[src/rtl/display_pkg.sv]
// Shared constants and types for the four-digit display scanner.
package display_pkg;

    localparam int unsigned NUM_DIGITS = 4;
    localparam logic [3:0]  BLANK_CODE = 4'hF;
    localparam logic [3:0]  ANODES_OFF = 4'b1111;

    typedef logic [1:0] digit_idx_t;

    // Active-low anode pattern selecting a single digit.
    function automatic logic [3:0] anode_for(digit_idx_t idx);
        return ~(4'b0001 << idx);
    endfunction

endpackage

[src/rtl/display_scan_mux_if.sv]
// Digit/control inputs and anode/segment-code outputs of the display scanner.
interface display_scan_mux_if;

    logic [15:0] digits;
    logic        blink_en;
    logic [3:0]  blink_mask;
    logic        lz_en;
    logic [3:0]  an;
    logic [3:0]  num;
    logic        frame_start;

    modport master (
        output digits, blink_en, blink_mask, lz_en,
        input  an, num, frame_start
    );

    modport slave (
        input  digits, blink_en, blink_mask, lz_en,
        output an, num, frame_start
    );

endinterface

[src/rtl/tick_gen.sv]
// Modulo-DIV counter with synchronous clear; wrap is high in the cycle the count rolls over.
module tick_gen #(
    parameter  int unsigned DIV = 2,
    localparam int unsigned W   = (DIV > 1) ? $clog2(DIV) : 1
) (
    input  logic         clk,
    input  logic         rst_n,
    input  logic         clr,
    output logic [W-1:0] cnt,
    output logic         wrap
);

    logic [W-1:0] cnt_d;

    always_comb begin
        wrap  = !clr && (cnt == W'(DIV - 1));
        cnt_d = cnt + W'(1);
        if (clr || wrap) begin
            cnt_d = '0;
        end
    end

    always_ff @(posedge clk or negedge rst_n) begin
        if (!rst_n) begin
            cnt <= '0;
        end else begin
            cnt <= cnt_d;
        end
    end

endmodule

[src/rtl/display_scan_mux.sv]
// Scans four snapshotted BCD digits onto a common-anode display with guard time,
// per-digit blink and leading-zero blanking of the leftmost digit.
module display_scan_mux
    import display_pkg::*;
#(
    parameter int unsigned REFRESH_DIV = 100000,
    parameter int unsigned GUARD       = 8,
    parameter int unsigned BLINK_DIV   = 50000000
) (
    input logic               clk,
    input logic               rst_n,
    display_scan_mux_if.slave bus
);

    localparam int unsigned RW = $clog2(REFRESH_DIV);
    localparam int unsigned BW = (BLINK_DIV > 1) ? $clog2(BLINK_DIV) : 1;

    logic [RW-1:0] ref_cnt;
    logic          ref_wrap;
    logic [BW-1:0] blink_cnt;
    logic          blink_wrap;
    logic          blink_clr;

    digit_idx_t    idx_q, idx_d;
    logic [15:0]   snap_q, snap_d;
    logic          blink_phase_q, blink_phase_d;
    logic [3:0]    an_q, an_d;
    logic [3:0]    num_q, num_d;
    logic          frame_start_q, frame_start_d;

    logic          snap_take;
    logic          blank;
    logic [3:0]    cur_digit;

    assign blink_clr = !bus.blink_en;

    tick_gen #(.DIV(REFRESH_DIV)) u_refresh (
        .clk   (clk),
        .rst_n (rst_n),
        .clr   (1'b0),
        .cnt   (ref_cnt),
        .wrap  (ref_wrap)
    );

    tick_gen #(.DIV(BLINK_DIV)) u_blink (
        .clk   (clk),
        .rst_n (rst_n),
        .clr   (blink_clr),
        .cnt   (blink_cnt),
        .wrap  (blink_wrap)
    );

    always_comb begin
        snap_take     = (ref_cnt == '0) && (idx_q == 2'd0);
        idx_d         = ref_wrap ? idx_q + 2'd1 : idx_q;
        snap_d        = snap_take ? bus.digits : snap_q;
        frame_start_d = snap_take;

        blink_phase_d = blink_phase_q;
        if (!bus.blink_en) begin
            blink_phase_d = 1'b1;
        end else if (blink_wrap) begin
            blink_phase_d = !blink_phase_q;
        end

        cur_digit = snap_q[{idx_q, 2'b00} +: 4];
        blank     = (bus.blink_en && bus.blink_mask[idx_q] && !blink_phase_q) ||
                    (bus.lz_en && (idx_q == 2'd3) && (snap_q[15:12] == 4'h0));

        // Codes 10..15 pass through with the anode driven; the decoder blanks them.
        an_d  = ANODES_OFF;
        num_d = BLANK_CODE;
        if ((32'(ref_cnt) >= GUARD) && !blank) begin
            an_d  = anode_for(idx_q);
            num_d = cur_digit;
        end
    end

    always_ff @(posedge clk or negedge rst_n) begin
        if (!rst_n) begin
            idx_q         <= 2'd0;
            snap_q        <= 16'h0000;
            blink_phase_q <= 1'b1;
            an_q          <= ANODES_OFF;
            num_q         <= BLANK_CODE;
            frame_start_q <= 1'b0;
        end else begin
            idx_q         <= idx_d;
            snap_q        <= snap_d;
            blink_phase_q <= blink_phase_d;
            an_q          <= an_d;
            num_q         <= num_d;
            frame_start_q <= frame_start_d;
        end
    end

    assign bus.an          = an_q;
    assign bus.num         = num_q;
    assign bus.frame_start = frame_start_q;

    a_ref_range: assert property (@(posedge clk) disable iff (!rst_n)
        32'(ref_cnt) < REFRESH_DIV);
    a_blink_range: assert property (@(posedge clk) disable iff (!rst_n)
        32'(blink_cnt) < BLINK_DIV);
    a_one_anode: assert property (@(posedge clk) disable iff (!rst_n)
        $countones(~an_q) <= 1);

endmodule

[src/flat_wrapper.sv]
// flat-port wrapper written by rule: the top's interface ports become plain ports
module display_scan_mux_flat import display_pkg::*;
#(
    parameter int unsigned REFRESH_DIV = 100000,
    parameter int unsigned GUARD       = 8,
    parameter int unsigned BLINK_DIV   = 50000000
)
  (clk, rst_n, bus_digits, bus_blink_en, bus_blink_mask, bus_lz_en, bus_an, bus_num, bus_frame_start);
  display_scan_mux_if bus_i ();
  input logic clk;
  input logic rst_n;
  input wire logic [$bits(bus_i.digits)-1:0] bus_digits;
  input wire logic [$bits(bus_i.blink_en)-1:0] bus_blink_en;
  input wire logic [$bits(bus_i.blink_mask)-1:0] bus_blink_mask;
  input wire logic [$bits(bus_i.lz_en)-1:0] bus_lz_en;
  output wire logic [$bits(bus_i.an)-1:0] bus_an;
  output wire logic [$bits(bus_i.num)-1:0] bus_num;
  output wire logic [$bits(bus_i.frame_start)-1:0] bus_frame_start;
  assign bus_i.digits = bus_digits;
  assign bus_i.blink_en = bus_blink_en;
  assign bus_i.blink_mask = bus_blink_mask;
  assign bus_i.lz_en = bus_lz_en;
  assign bus_an = bus_i.an;
  assign bus_num = bus_i.num;
  assign bus_frame_start = bus_i.frame_start;
  display_scan_mux #(.REFRESH_DIV(REFRESH_DIV), .GUARD(GUARD), .BLINK_DIV(BLINK_DIV)) u_core (.clk(clk), .rst_n(rst_n), .bus(bus_i));
endmodule
[config.mk]
export PLATFORM = sky130hd
export DESIGN_NAME = display_scan_mux_flat
export DESIGN_NICKNAME = d
export VERILOG_FILES = /design/src/rtl/display_pkg.sv /design/src/rtl/display_scan_mux_if.sv /design/src/rtl/tick_gen.sv /design/src/rtl/display_scan_mux.sv /design/src/flat_wrapper.sv
export SDC_FILE = /design/constraint.sdc
export NUM_CORES = 1
export LEC_CHECK = 0
export ABC_AREA = 1
export CORE_ASPECT_RATIO = 1.1
export CORE_MARGIN = 3
export CORE_UTILIZATION = 52
export CTS_CLUSTER_DIAMETER = 40
export DETAILED_ROUTE_END_ITERATION = 12
export PLACE_DENSITY = 0.78
export SYNTH_ARGS = -nofsm -noshare
export SYNTH_HDL_FRONTEND = slang
export SYNTH_SLANG_ARGS = --single-unit
[constraint.sdc]
create_clock -name clk -period 2.1 [get_ports clk]
set_clock_uncertainty 0.15 [all_clocks]
set_input_delay 0.315 -clock clk [delete_from_list [all_inputs] [get_ports clk]]
set_output_delay 0.315 -clock clk [all_outputs]
set_load 0.05 [all_outputs]
==> results of run 1 <==
-- sequential cells by signal (all words and copies together), names as in the netlist --
| name | cells |
|---|---|
| u_core.bus.frame_start | 1 |
| u_core.idx_q | 2 |
| u_core.bus.num | 4 |
| u_core.blink_phase_q | 1 |
| u_core.bus.an | 4 |
| u_core.u_blink.cnt | 26 |
| u_core.snap_q | 16 |
| u_core.u_refresh.cnt | 17 |
-- worst max-delay path by stage --
stage | from | end | slack (ns) | cells past startpoint
finish | u_core.bus.frame_start | bus_frame_start | 0.15 | 1
global route | u_core.u_blink.cnt[0] | u_core.u_blink.cnt[8] | 0.07 | 9
CTS | u_core.bus.frame_start | bus_frame_start | 0.14 | 1
detailed placement | u_core.u_blink.cnt[0] | u_core.u_blink.cnt[16] | 0.26 | 7
global placement | u_core.u_blink.cnt[0] | u_core.u_blink.cnt[16] | 0.35 | 7
floorplan | u_core.idx_q[0] | u_core.snap_q[13] | 0.07 | 9
-- power breakdown --
group / switching, W / leakage [nW] / internal [W] / total, W
sequential: 0.0000159 / 0.907 / 0.00139 / 0.00141
combinational: 0.0000775 / 1.11 / 0.0000652 / 0.000143
clock: 0.000551 / 0.125 / 0.000803 / 0.00135
-- per-stage QoR --
stage / total power (W) / cell area [sq um] / utilization (%) / setup WS, ns
after floorplan: 0.00149 / 3870 / - / 0.0692
after global routing: 0.00303 / 4550 / 63.8 / 0.0719
after global placement: 0.00158 / 4290 / 60.2 / 0.346
after detailed placement: 0.00158 / 4290 / 60.2 / 0.259
final: 0.00291 / 4550 / 63.8 / 0.154
after CTS: 0.00294 / 4550 / 63.8 / 0.138
-- cell families after synthesis --
group / Yosys count / share of synthesized area, %
compound gates: 6 / 0.841
xor+xnor: 21 / 4.76
fa+ha+maj: 7 / 2.26
buf+inv: 65 / 6.86
flops: 71 / 46.2
simple gates: 344 / 39.0
-- layout make-up --
type / count / area (sq um)
timing repair buffer: 41 / 378
clock inverter: 7 / 125
sequential: 71 / 1790
tap: 85 / 106
clock buffer: 9 / 124
multi-input combinational: 378 / 1810
inverter: 57 / 214
fill: 634 / 2580
-- cells in the final DEF, fill, tap and decap left out, drive strengths merged --
master and n:
nand4 31, bufinv 3, xor2 14, ha 7
o21ai 5, o21a 1, nand3 34, nor2 109
nor3 7, xnor2 7, and2 1, dfrtp 62
nand2 158, inv 60, dfstp 9, buf 17
clkbuf 9, dlygate4sd3 1, clkdlybuf4s50 23, nand3b 4
clkinv 1
-- synth_stat cells, types with 4 or more instances --
cell and count:
sky130_fd_sc_hd__xor2_1 14, sky130_fd_sc_hd__xnor2_1 7, sky130_fd_sc_hd__nor2_1 107, sky130_fd_sc_hd__nor3_1 4
sky130_fd_sc_hd__dfstp_2 9, sky130_fd_sc_hd__nand3_1 31, sky130_fd_sc_hd__dfrtp_1 62, sky130_fd_sc_hd__nand3b_1 4
sky130_fd_sc_hd__inv_1 54, sky130_fd_sc_hd__o21ai_0 5, sky130_fd_sc_hd__nand4_1 31, sky130_fd_sc_hd__nand2_1 158
sky130_fd_sc_hd__ha_1 7
-- metal layers --
metal  GRT usage, %  vias up
met2           37.0       65
met1           25.6     1533
met4           8.82        0
met5              0        -
li1               -     1702
met3           3.73       17
-- what timing repair did --
item,4_1_cts,5_1_grt
hold buffers,1,0
endpoints found under the hold margin,15,0
setup endpoints to repair,0,0
setup buffers,0,0
==> impl_table.tex, run 1 <==
\begin{tabular}{lr}
\hline
Metric & Value \\
\hline
\multicolumn{2}{l}{\textbf{Clock tree}} \\
Clk root buf & sky130\_fd\_sc\_hd\_\_clkbuf\_8 \\
PostCTS Resize Cnt & 0 \\
Clock network latency to the later pin of the worst-skew pair & 0.35 ns \\
Total CTS buffers & 9 \\
CTS Sinks & 71 \\
Worst-path clk slew & 0.08 ns \\
Clock tree from TritonCTS & built \\
Number of buffers on the longest clock path & 2 \\
Clock H-tree levels & 3 \\
\multicolumn{2}{l}{\textbf{Finish}} \\
Final \#Nets & 589 \\
Relative area change from synthesis to final layout & 17.6\% \\
Fraction of final layout cells sized beyond drive strength 1 & 9.41\% \\
Number of non-filler instances in the completed layout & 648 \\
Diode insertion count for antenna repair & 0 \\
\multicolumn{2}{l}{\textbf{STA}} \\
Final Slew Violations & 0 \\
Worst hold slack after final layout & 0.273 ns \\
Final critical-path share of the clock period & 92.7\% \\
Max Freq & 514 MHz \\
Slew at the pin closest to its max-slew limit & 0.493 ns \\
Relative max-transition margin & 67.0\% \\
Final Hold Viols & 0 \\
Unrepaired setup endpoints after global routing & no \\
Setup total negative slack & 0 ns \\
Fin crit period & 1.95 ns \\
Count of final setup violators & 0 \\
\multicolumn{2}{l}{\textbf{Floorplan}} \\
Floorplan core area & 7130 sq um \\
DIE AREA & 8510 sq um \\
Starting density of the core & 54.3\% \\
Die Ht & 96.5 microns \\
Number of core rows & 32 \\
Die extent in x & 88.2 microns \\
Total I/O pin count & 33 \\
\multicolumn{2}{l}{\textbf{Worst setup path}} \\
Crit path max fanout & 1 \\
Worst setup EP type & output port \\
Startpoint-to-endpoint class of the critical path & flip-flop to output port \\
Critical path cell sequence & clkdlybuf4s50\_1 \\
CP bufs+invs & 1 \\
Number of cell instances on the worst register-to-register path & 7 \\
Delay contributed by the slowest stage of the critical path & 0.80 ns \\
CP Data Required Time & 1.63 ns \\
Endpoint of the lowest-slack register-to-register path & u\_core.u\_blink.cnt[16] \\
Reg2reg start & u\_core.u\_blink.cnt[0] \\
CP Launch Type & flip-flop \\
Worst endpoint data arrival time & 1.48 ns \\
Crit path max-delay family & buffers and inverters \\
Register-to-Register Setup Slack & 0.22 ns \\
Critical Path Slowest Stage Cell & sky130\_fd\_sc\_hd\_\_clkdlybuf4s50\_1 \\
\multicolumn{2}{l}{\textbf{GRT}} \\
Initial antenna violation count & 0 \\
Vias in the first global route & 3216 \\
Overall routing resource usage & 21.1\% \\
GR Overflow Total & 0 \\
Wire length of the first global-routing pass & 14100 microns \\
Largest net degree at the start of global routing & 57 \\
\multicolumn{2}{l}{\textbf{Place}} \\
Total placed cells including tap cells & 631 \\
Half-perimeter wire length of the detailed placement result & 6190 microns \\
Placer congestion estimate & 0.924 \\
Count of buffers from port buffering & 32 \\
\multicolumn{2}{l}{\textbf{Logic synthesis}} \\
Cell taking the most area after synthesis & sky130\_fd\_sc\_hd\_\_dfrtp\_1 \\
Synthesis-stage register bit count & 71 \\
Yosys top cell area share & 40.1\% \\
Synth Warn \# & 0 \\
Number of nets produced by synthesis & 545 \\
Count of flip-flops with a built-in enable after synthesis & 0 \\
Synth Cell Area & 3870 sq um \\
Synthesized area divided by synthesized cell count & 7.52 sq um \\
Cells after Synth & 514 \\
Main synth FF type & sky130\_fd\_sc\_hd\_\_dfrtp\_1 \\
Count of different cell masters after synthesis & 25 \\
Sequential fraction of the synthesis area & 46.2\% \\
Synth top area cells & sky130\_fd\_sc\_hd\_\_dfrtp\_1, sky130\_fd\_sc\_hd\_\_nand2\_1, sky130\_fd\_sc\_hd\_\_nor2\_1, sky130\_fd\_sc\_hd\_\_dfstp\_2, sky130\_fd\_sc\_hd\_\_inv\_1 \\
Synth async-reset ratio & 100\% \\
\multicolumn{2}{l}{\textbf{Pwr}} \\
Power density normalized to cell area & 639 nW/um\^{}2 \\
Maximum ir drop on the vdd rail & 0.314 mV \\
Leakage power figure & 2.14 nW \\
\multicolumn{2}{l}{\textbf{Drt}} \\
Post-detailed-route wirelength per cell & 12.7 microns \\
Detail-routed via count per cell & 5.12 \\
Topmost layer with routed signal wires & met4 \\
DRC Markers & 0 \\
First-iteration detailed-routing DRC count & 160 \\
Remaining antenna violation count & 0 \\
Metal1 wirelength & 3610 microns \\
Detailed-route via count & 3317 \\
Wire length on met3 & 288 microns \\
Sum of met2 wire segment lengths after detailed routing & 4200 microns \\
DRT Wirelength & 8260 microns \\
Total iterations of the first detailed-routing run & 7 \\
\multicolumn{2}{l}{\textbf{Flow run}} \\
Total of max-cap violations & 0 \\
\multicolumn{2}{l}{\textbf{Min path}} \\
Type of the worst min-delay path & input port to async pin \\
\multicolumn{2}{l}{\textbf{Run status}} \\
Status & complete, no violations \\
\hline
\end{tabular}
Note: power is estimated with default switching activity, not from simulation.
==> run 2: changes to the inputs <==
--- a/config.mk
+++ b/config.mk
@@ -12,6 +12,7 @@
 export CTS_CLUSTER_DIAMETER = 40
 export DETAILED_ROUTE_END_ITERATION = 12
 export PLACE_DENSITY = 0.78
+export REMOVE_ABC_BUFFERS = 1
 export SYNTH_ARGS = -nofsm -noshare
 export SYNTH_HDL_FRONTEND = slang
 export SYNTH_SLANG_ARGS = --single-unit
==> run 2 against run 1 <==
Against the previous run:
- global-route usage grew 0.51 points
- die area unchanged
- critical path depth unchanged
- wire length is 1.2% higher
- maximum frequency grew 0.22%
- core utilization fell by 0.26 points
- clock-buffer cell count rose by 2
==> impl_table.tex, run 2 (synthesis gave the netlist of run 1 again) <==
\begin{tabular}{lr}
\hline
Metric & Value \\
\hline
\multicolumn{2}{l}{\textbf{Finish}} \\
Diode insertion count for antenna repair & 0 (unchanged) \\
Commonest non-fill, non-tap cell in the layout & sky130\_fd\_sc\_hd\_\_nand2\_1 (unchanged) \\
Relative area change from synthesis to final layout & 17.1\% (was 17.6\%) \\
Fraction of final layout cells sized beyond drive strength 1 & 9.40\% (was 9.41\%) \\
Number of flip-flops under the largest register name & 26 (unchanged) \\
Final \#Nets & 590 (was 589) \\
Most frequent cells in the layout & sky130\_fd\_sc\_hd\_\_nand2\_1, sky130\_fd\_sc\_hd\_\_nor2\_1, sky130\_fd\_sc\_hd\_\_dfrtp\_1, sky130\_fd\_sc\_hd\_\_inv\_1 (unchanged) \\
Leading registers by flop count & u\_core.u\_blink.cnt (26), u\_core.u\_refresh.cnt (17), u\_core.snap\_q (16) (unchanged) \\
Final cell utilization of the core & 63.6\% (was 63.8\%) \\
Register bank with the most flops & u\_core.u\_blink.cnt (unchanged) \\
\multicolumn{2}{l}{\textbf{Floorplan}} \\
Number of core rows & 32 (unchanged) \\
Floorplan core area & 7130 sq um (unchanged) \\
Total I/O pin count & 33 (unchanged) \\
Die Ht & 96.5 microns (unchanged) \\
Die extent in x & 88.2 microns (unchanged) \\
Starting density of the core & 54.3\% (unchanged) \\
DIE AREA & 8510 sq um (unchanged) \\
\multicolumn{2}{l}{\textbf{Drt}} \\
Post-detailed-route wirelength per cell & 12.9 microns (was 12.7 microns) \\
First-iteration detailed-routing DRC count & 124 (was 160) \\
DRC Markers & 0 (unchanged) \\
Total iterations of the first detailed-routing run & 4 (was 7) \\
Remaining antenna violation count & 0 (unchanged) \\
Detailed-route via count & 3431 (was 3317) \\
Detail-routed via count per cell & 5.29 (was 5.12) \\
DRT Wirelength & 8360 microns (was 8260 microns) \\
\multicolumn{2}{l}{\textbf{Pwr}} \\
Combinational cell fraction of total power & 5.2\% (was 4.9\%) \\
Switch Pwr & 0.000625 W (was 0.000644 W) \\
Power density normalized to cell area & 615 nW/um\^{}2 (was 639 nW/um\^{}2) \\
Sequential Power Share & 50.6\% (was 48.5\%) \\
Leakage power figure & 2.13 nW (was 2.14 nW) \\
Maximum ir drop on the vdd rail & 0.325 mV (was 0.314 mV) \\
Switching portion of total power & 22.4\% (was 22.2\%) \\
Clock share of power & 44.2\% (was 46.6\%) \\
Internal Power & 0.00216 W (was 0.00226 W) \\
\multicolumn{2}{l}{\textbf{Clock tree}} \\
Clock H-tree levels & 3 (unchanged) \\
Clock tree from TritonCTS & built (unchanged) \\
Clk root buf & sky130\_fd\_sc\_hd\_\_clkbuf\_8 (unchanged) \\
Number of buffers on the longest clock path & 2 (unchanged) \\
CTS Sinks & 71 (unchanged) \\
Total CTS buffers & 9 (unchanged) \\
Worst-path clk slew & 0.08 ns (about the same) \\
PostCTS Resize Cnt & 0 (unchanged) \\
Clock network latency to the later pin of the worst-skew pair & 0.36 ns (was 0.35 ns) \\
\multicolumn{2}{l}{\textbf{Worst setup path}} \\
Crit path max fanout & 1 (unchanged) \\
Startpoint-to-endpoint class of the critical path & flip-flop to output port (unchanged) \\
Critical path cell sequence & clkdlybuf4s50\_1 (unchanged) \\
Worst endpoint data arrival time & 1.48 ns (about the same) \\
CP bufs+invs & 1 (unchanged) \\
CP Data Required Time & 1.63 ns (about the same) \\
Critical Path Slowest Stage Cell & sky130\_fd\_sc\_hd\_\_clkdlybuf4s50\_1 (unchanged) \\
Delay contributed by the slowest stage of the critical path & 0.79 ns (was 0.80 ns) \\
Worst setup EP type & output port (unchanged) \\
CP Launch Type & flip-flop (unchanged) \\
Crit path max-delay family & buffers and inverters (unchanged) \\
\multicolumn{2}{l}{\textbf{Flow run}} \\
Total of max-cap violations & 0 (unchanged) \\
\multicolumn{2}{l}{\textbf{STA}} \\
Setup total negative slack & 0 ns (unchanged) \\
Final critical-path share of the clock period & 92.5\% (was 92.7\%) \\
Final Hold Viols & 0 (unchanged) \\
Unrepaired setup endpoints after global routing & no (unchanged) \\
Fin crit period & 1.94 ns (was 1.95 ns) \\
Final Slew Violations & 0 (unchanged) \\
Max Freq & 515 MHz (was 514 MHz) \\
Slew at the pin closest to its max-slew limit & 0.492 ns (was 0.493 ns) \\
Relative max-transition margin & 67.1\% (was 67.0\%) \\
Count of final setup violators & 0 (unchanged) \\
\multicolumn{2}{l}{\textbf{Place}} \\
Placer congestion estimate & 0.908 (was 0.924) \\
Half-perimeter wire length of the detailed placement result & 6200 microns (was 6190 microns) \\
Count of buffers from port buffering & 32 (unchanged) \\
\multicolumn{2}{l}{\textbf{Min path}} \\
Type of the worst min-delay path & flip-flop to flip-flop (was input port to async pin) \\
\multicolumn{2}{l}{\textbf{Run status}} \\
Status & complete, no violations (unchanged) \\
\multicolumn{2}{l}{\textbf{GRT}} \\
Largest net degree at the start of global routing & 72 (was 57) \\
Overall routing resource usage & 21.7\% (was 21.1\%) \\
Vias in the first global route & 3262 (was 3216) \\
GR Overflow Total & 0 (unchanged) \\
Wire length of the first global-routing pass & 14300 microns (was 14100 microns) \\
Initial antenna violation count & 0 (unchanged) \\
\hline
\end{tabular}
==> run 2: per-stage QoR <==
stage | power (W) | area (sq um) | setup slack [ns] | instances | hold slack [ns]
floorplan | 0.00148 | 3820 | -0.0281 | 506 | -0.131
global placement | 0.00158 | 4300 | 0.346 | 632 | 0.217
detailed placement | 0.00158 | 4300 | 0.298 | 632 | 0.218
CTS | 0.00280 | 4530 | 0.146 | 649 | 0.329
global route | 0.00289 | 4530 | 0.0623 | 649 | 0.353
finish | 0.00279 | 4530 | 0.158 | 649 | 0.327
==> run 2: timing repair <==
action / CTS / global route
endpoints found under the hold margin: 62 / 0
setup buffers: 0 / 0
endpoints found under the setup margin: 0 / 0
hold buffers: 1 / 0
==> run 2: path summary, 6_finish.rpt <==
kind | startpoint | endpoint | slack (ns) | depth (start not counted)
min in group asynchronous | rst_n | u_core.u_blink.cnt[7] | 0.37 | 3
max | u_core.bus.frame_start | bus_frame_start | 0.16 | 1
max in group asynchronous | rst_n | u_core.bus.an[1] | 1.08 | 3
max reg2reg | u_core.u_blink.cnt[0] | u_core.u_blink.cnt[24] | 0.29 | 9
min reg2reg | u_core.snap_q[4] | u_core.snap_q[4] | 0.33 | 2
min | u_core.snap_q[4] | u_core.snap_q[4] | 0.33 | 2
==> run 2: power by group through the flow <==
| stage | Combinational [W] | Sequential [W] | Clock [W] |
|---|---|---|---|
| 3_3_place_gp | 0.000142 | 0.00143 | 0 |
| 6_report | 0.000143 | 0.00141 | 0.00123 |
| 2_1_floorplan | 0.0000371 | 0.00145 | 0 |
| 5_1_grt | 0.000161 | 0.00141 | 0.00132 |
| 4_1_cts | 0.000147 | 0.00141 | 0.00125 |
| 3_5_place_dp | 0.000145 | 0.00144 | 0 |
==> run 2: worst reg2reg max path, cell delays in order (launching register included) <==
cell and delay [ns]:
sky130_fd_sc_hd__dfrtp_1 0.40, sky130_fd_sc_hd__ha_1 0.20, sky130_fd_sc_hd__nand2_1 0.10, sky130_fd_sc_hd__nor2_1 0.18
sky130_fd_sc_hd__nand3_1 0.09, sky130_fd_sc_hd__nor2_1 0.10, sky130_fd_sc_hd__nand2_1 0.07, sky130_fd_sc_hd__nand2_1 0.06
sky130_fd_sc_hd__buf_4 0.25, sky130_fd_sc_hd__nor2_1 0.08
==> run 2: per-layer routing <==
layer,track usage (%),up-vias,wire (microns)
li1,-,1700,-
met1,26.1,1629,3490
met2,37.6,83,4300
met3,3.39,19,332
met4,10.5,0,235
met5,0,-,0
==> run 2: cell type report <==
type | count | area [sq um]
Tap cell | 85 | 106
Clock inverter | 5 | 81.3
Timing Repair Buffer | 42 | 385
Fill cell | 646 | 2600
Sequential cell | 71 | 1790
Inverter | 57 | 214
Clock buffer | 11 | 141
Multi-Input combinational cell | 378 | 1810
